--- config.mk ---
export PLATFORM = sky130hd
export DESIGN_NAME = pipeline_ctrl
export DESIGN_NICKNAME = d
export VERILOG_FILES = /design/src/rtl/pipeline_ctrl_pkg.sv /design/src/rtl/sat_counter.sv /design/src/rtl/pipeline_ctrl.sv
export SDC_FILE = /design/constraint.sdc
export NUM_CORES = 1
export LEC_CHECK = 0
export ABC_AREA = 0
export CAP_MARGIN = 25
export CORE_MARGIN = 2
export CORE_UTILIZATION = 24
export DETAILED_ROUTE_END_ITERATION = 12
export DONT_BUFFER_PORTS = 1
export SLEW_MARGIN = 20
export SYNTH_ARGS = -nofsm -noshare
export SYNTH_HDL_FRONTEND = slang
export SYNTH_SLANG_ARGS = --single-unit
--- constraint.sdc ---
create_clock -name CLK -period 2.56 [get_ports CLK]
set_clock_uncertainty 0.1 [all_clocks]
set_input_delay 0.512 -clock CLK [delete_from_list [all_inputs] [get_ports CLK]]
set_output_delay 0.512 -clock CLK [all_outputs]
set_load 0.1 [all_outputs]
--- src/rtl/pipeline_ctrl_pkg.sv ---
// rtl/pipeline_ctrl_pkg.sv - shared types for the pipeline sequencer
//
// Purpose: state encoding of the pipeline_ctrl halt-drain FSM and the default
// width of its performance counters, shared by the RTL and any state tracker.
package pipeline_ctrl_pkg;

  localparam int PCTRL_CNT_W_DEFAULT = 32;

  typedef enum logic [1:0] {
    RUN    = 2'd0,
    DRAIN  = 2'd1,
    HALTED = 2'd2
  } pctrl_state_t;

endpackage

--- src/rtl/sat_counter.sv ---
// rtl/sat_counter.sv - saturating up-counter with asynchronous clear
//
// Purpose: counts cycles in which en is high, sticks at all-ones, never wraps.
// Ports:
//   clk  in  1   clock, rising edge
//   rst  in  1   asynchronous active-high clear to zero
//   en   in  1   count enable
//   cnt  out W   current count
module sat_counter #(
  parameter int W = 32
) (
  input  logic         clk,
  input  logic         rst,
  input  logic         en,
  output logic [W-1:0] cnt
);

  logic [W-1:0] cnt_q;
  logic [W-1:0] cnt_d;

  always_comb begin
    cnt_d = cnt_q;
    if (en && (cnt_q != '1)) begin
      cnt_d = cnt_q + 1'b1;
    end
  end

  always_ff @(posedge clk or posedge rst) begin
    if (rst) begin
      cnt_q <= '0;
    end else begin
      cnt_q <= cnt_d;
    end
  end

  assign cnt = cnt_q;

endmodule

--- src/rtl/pipeline_ctrl.sv ---
// rtl/pipeline_ctrl.sv - pipeline register sequencer with halt drain and perf counters
//
// Purpose: drives every pipeline-register enable/flush, the PC load and the
// instruction fetch request from cache hits, hazards and halt markers; runs the
// RUN -> DRAIN -> HALTED sequence and keeps saturating cycle/stall counters.
// Ports:
//   CLK, RST                        clock; asynchronous active-high reset
//   ihit, dhit                      instruction / data access completed this cycle
//   dmemREN_EX_MEM, dmemWEN_EX_MEM  MEM-stage load / store pending
//   load_use, branch_taken, jump_ID hazard and control-flow inputs
//   halt_EX_MEM, halt_MEM_WB        halt instruction position in the pipe
//   enable_*, flush_*               stage load enables and bubble inserts
//   pc_en, imemREN                  PC load and fetch request
//   halt                            sticky halted flag
//   cycle_cnt, stall_cnt            saturating performance counters
module pipeline_ctrl
  import pipeline_ctrl_pkg::*;
#(
  parameter int CNT_W = PCTRL_CNT_W_DEFAULT
) (
  input  logic             CLK,
  input  logic             RST,
  input  logic             ihit,
  input  logic             dhit,
  input  logic             dmemREN_EX_MEM,
  input  logic             dmemWEN_EX_MEM,
  input  logic             load_use,
  input  logic             branch_taken,
  input  logic             jump_ID,
  input  logic             halt_EX_MEM,
  input  logic             halt_MEM_WB,
  output logic             enable_IF_ID,
  output logic             enable_ID_EX,
  output logic             enable_EX_MEM,
  output logic             enable_MEM_WB,
  output logic             flush_IF_ID,
  output logic             flush_ID_EX,
  output logic             pc_en,
  output logic             imemREN,
  output logic             halt,
  output logic [CNT_W-1:0] cycle_cnt,
  output logic [CNT_W-1:0] stall_cnt
);

  pctrl_state_t state_q, state_d;
  logic         halt_q, halt_d;

  logic mem_req;
  logic back_go;
  logic front_go;

  // The back end waits on the data cache when MEM has an access, otherwise on
  // the fetch; the front end needs both to move.
  assign mem_req  = dmemREN_EX_MEM | dmemWEN_EX_MEM;
  assign back_go  = mem_req ? dhit : ihit;
  assign front_go = ihit & (~mem_req | dhit);

  always_comb begin
    state_d       = state_q;
    enable_IF_ID  = 1'b0;
    enable_ID_EX  = 1'b0;
    enable_EX_MEM = 1'b0;
    enable_MEM_WB = 1'b0;
    flush_IF_ID   = 1'b0;
    flush_ID_EX   = 1'b0;
    pc_en         = 1'b0;
    imemREN       = 1'b0;

    // Outputs are held quiet for as long as reset is asserted.
    if (!RST) begin
      unique case (state_q)
        RUN: begin
          imemREN = 1'b1;
          if (!back_go) begin
            // full freeze: nothing moves
          end else if (branch_taken) begin
            // target load happens even if the fetch missed
            {enable_IF_ID, enable_ID_EX, enable_EX_MEM, enable_MEM_WB} = 4'b1111;
            flush_IF_ID = 1'b1;
            flush_ID_EX = 1'b1;
            pc_en       = 1'b1;
          end else if (!front_go) begin
            // back end advances, front inserts a bubble and refetches the same PC
            {enable_IF_ID, enable_ID_EX, enable_EX_MEM, enable_MEM_WB} = 4'b1111;
            flush_IF_ID = 1'b1;
          end else if (load_use) begin
            // hold IF_ID and PC, bubble into ID_EX
            {enable_ID_EX, enable_EX_MEM, enable_MEM_WB} = 3'b111;
            flush_ID_EX = 1'b1;
          end else if (jump_ID) begin
            {enable_IF_ID, enable_ID_EX, enable_EX_MEM, enable_MEM_WB} = 4'b1111;
            flush_IF_ID = 1'b1;
            pc_en       = 1'b1;
          end else begin
            {enable_IF_ID, enable_ID_EX, enable_EX_MEM, enable_MEM_WB} = 4'b1111;
            pc_en = 1'b1;
          end

          if (halt_MEM_WB) begin
            state_d = HALTED;
          end else if (halt_EX_MEM && back_go) begin
            state_d = DRAIN;
          end
        end

        DRAIN: begin
          // no more fetching; bubbles chase the halt down the pipe
          if (back_go) begin
            {enable_IF_ID, enable_ID_EX, enable_EX_MEM, enable_MEM_WB} = 4'b1111;
            flush_IF_ID = 1'b1;
            flush_ID_EX = 1'b1;
          end
          if (halt_MEM_WB) begin
            state_d = HALTED;
          end
        end

        HALTED: begin
          // only reset leaves this state
        end

        default: begin
          state_d = RUN;
        end
      endcase
    end

    halt_d = (state_d == HALTED);
  end

  always_ff @(posedge CLK or posedge RST) begin
    if (RST) begin
      state_q <= RUN;
      halt_q  <= 1'b0;
    end else begin
      state_q <= state_d;
      halt_q  <= halt_d;
    end
  end

  assign halt = halt_q;

  logic cycle_en;
  logic stall_en;

  assign cycle_en = (state_q != HALTED);
  assign stall_en = (state_q != HALTED) & (~enable_IF_ID | flush_IF_ID);

  sat_counter #(.W(CNT_W)) u_cycle_cnt (
    .clk (CLK),
    .rst (RST),
    .en  (cycle_en),
    .cnt (cycle_cnt)
  );

  sat_counter #(.W(CNT_W)) u_stall_cnt (
    .clk (CLK),
    .rst (RST),
    .en  (stall_en),
    .cnt (stall_cnt)
  );

endmodule

==> summary.txt <==
Flow run
  – Max Cap Viol: 0

Clocking
  – TritonCTS clock tree: done
  – Postcts setup bufs: 0
  – TritonCTS Buffers: 9
  – Clock latency on the worst-skew pair: approximately 0.34 ns
  – Post-CTS resize count: 0
  – Clk slew on worst S/H paths: 0.05 ns
  – Maximum clock insertion buffer count: 2
  – # hold bufs at CTS: 0
  – CTS Root Cell: clkbuf_16
  – CTS sink count: 67
  – Htree depth: 3

Drt
  – Total wire length: approximately 9400 um
  – Iteration-0 DRC Markers: between 80 and 90
  – Detailed-route DRC error count: 0
  – Routed WL per cell: 15.5 um
  – Antenna-violating nets left: 0
  – DR pass1 iterations: 4
  – Vias: 2880
  – Vias per cell: 4.78

Synth
  – Syn Nets: roughly 340
  – Synth warnings: 0
  – Seq/Total Area, Yosys: 0.475
  – Synth cell types: 45
  – Synthesized area: approximately 3500 um2
  – Seq cells post-synth: 67
  – Mapped Avg Cell Area: between 10 and 15 um2
  – Syn Inst Count: between 300 and 400

Global routing
  – First-pass GRT wire length: 15400 um
  – Vias in the first global route: 2930
  – Initial antenna violation count: 0
  – GRT Total Usage: 0.124
  – Largest net degree at the start of global routing: 35
  – Remaining Overflow, GRT: 0

Floorplan
  – Cell Rows: 44
  – Die Ht: between 100 and 150 um
  – DIE AREA: 15700 um2
  – Core area: between 10000 and 15000 um2
  – Die X: around 130 um
  – IO Pins: 84
  – Starting Density: 0.245

Timing
  – Setup ws final: between 0.2 and 0.3 ns
  – Final Cycle Share: 0.902
  – Final setup violation count: 0
  – Hold slack: a little under 0.1 ns
  – Final Hold Fails: 0
  – RSZ-0062 raised after global routing: no
  – Setup TNS: 0 ns
  – Achievable Freq: 433 MHz
  – Slew margin rel.: 0.576
  – Worst Tran Pin Value: about 0.63 ns
  – Max-slew violation count: 0
  – Min cycle time layout: between 2 and 2.5 ns

Worst setup path
  – Crit-path max FO: 8
  – Worst path max stage delay: about 0.48 ns
  – Crit-path leading delay family: flip-flops
  – CP Data Arrival Time: ~1.7 ns
  – CP Data Required Time: between 1.5 and 2 ns
  – Flop-to-flop setup slack: 0.39 ns
  – Critical path type: flop to output pin
  – Critical path buffer and inverter count: 2
  – CP Capture Type: output pin
  – Critical-path cell list: or3_4 > clkinvlp_4 > buf_12
  – Worst setup SP type: flop
  – Slowest-stage cell, CP: dfrtp_1

Placement
  – I/O Buffers: 0
  – Placed cell count: about 600
  – RePlAce Congestion: ~0.85
  – Post-DP HPWL: a little over 7000 um
  – Worst slack at placement: between 0.3 and 0.4 ns

Cells and area
  – Final nets: about 430
  – N_diodes: 0
  – Commonest non-fill, non-tap cell in the layout: buf_4
  – Share of post-route cells with drive strength above 1: 0.342
  – Post-layout util: 0.333
  – Synth-to-Final Area Change: 36.1%
  – Commonest cells after routing, fill and taps aside: 76 x buf_4, 58 x dfrtp_1, 31 x xor2_1
  – Post-Layout Cell Count: between 600 and 700

Outcome
  – Outcome: completed

Power and ir drop
  – Net switching power: approximately 1.7 mW
  – P_int: around 2.5 mW
  – Comb pwr share: 0.354
  – Power share of the clock group: 0.341
  – Switching share of power: 0.411
  – Worst VDD drop: 545 uV
  – Power share of the sequential group: 0.304
  – Power density over cell area: 867 nW/um2
  – Static Leak: 1.96 nW

Worst hold path
  – Min-delay worst type: input pin to asynchronous set/reset pin
## synthesized netlist by cell type, drive strengths merged
library cell	count	share of area
ha	2	0.0071
o31ai	1	0.0021
nor2	16	0.017
buf	7	0.015
a31oi	3	0.0071
inv	8	0.0085
nor4	16	0.053
nor3	25	0.047
mux2	2	0.0074
nor4b	2	0.0050
nand4	26	0.048
nand2	23	0.024
o22a	1	0.0025
and3	8	0.014
a41o	1	0.0028
xnor2	29	0.072
and4	8	0.021
xor2	31	0.077
a21oi	6	0.0085
nand2b	2	0.0035
and2	2	0.0035
dfrtp	67	0.48
or2	3	0.0067
o21bai	1	0.0021
nor3b	5	0.012
nand3	25	0.038
a41oi	2	0.0050
nand4b	2	0.0050
or3	1	0.0018
nor2b	2	0.0043
mux2i	1	0.0028
## sequential cells by signal, summed over array words and instances, names as in the netlist
| signal | count |
|---|---|
| u_cycle_cnt.cnt | 32 |
| halt | 1 |
| u_stall_cnt.cnt | 32 |
| state_q | 2 |
## routing by layer
metal	wire (um)	vias up	track usage
li1	-	1373	-
met1	4230	1410	0.159
met2	4170	83	0.181
met3	746	14	0.0526
met4	219	0	0.0575
met5	0	-	0
## metrics by stage
| step | cell area (um2) | power [mW] |
|---|---|---|
| after global placement | 4450 | 2.74 |
| after floorplan | 3630 | 2.44 |
| final | 4800 | 4.16 |
| after CTS | 4800 | 4.23 |
| after detailed placement | 4450 | 2.77 |
| after global routing | 4800 | 4.34 |
## cell families (layout without fill, tap and decap cells)
family                     count (synthesis)  in the layout  synth area share
xor gates and xnor gates                  60             60             0.149
and+or+nand+nor                          166            166             0.305
AOI/OAI and AO/OA                         15             15            0.0301
buffers and inverters                     15            105            0.0234
muxes                                      3              3            0.0103
DFF                                       67             67             0.475
adders and majority gates                  2              2           0.00709
## power groups by stage
stage / sequential, mW / combinational (mW) / clock, mW
after floorplan: 2.08 / 0.365 / 0
after global placement: 1.28 / 1.46 / 0
after detailed placement: 1.28 / 1.49 / 0
after CTS: 1.27 / 1.49 / 1.47
after global routing: 1.28 / 1.55 / 1.51
final: 1.27 / 1.48 / 1.42
## area by class of cell
type                       count  area, um2
fill                        1452       9620
inverter                       8       37.5
timing repair buffer          81        671
sequential                    67       1690
tap                          184        230
clock buffer                  13        280
clock inverter                 3       67.6
multi-input combinational    246       1830
## final timing paths
| check | startpoint | depth (start not counted) | to |
|---|---|---|---|
| setup / recovery | state_q[1] | 3 | enable_ID_EX |
| hold / removal | RST | 2 | halt |
| setup reg to reg | state_q[1] | 6 | u_stall_cnt.cnt[8] |
| hold reg to reg | u_stall_cnt.cnt[26] | 1 | u_stall_cnt.cnt[26] |
| max in group asynchronous | RST | 2 | u_stall_cnt.cnt[1] |
| min in group CLK | RST | 1 | state_q[0] |
Note: power is estimated with default switching activity, not from simulation.
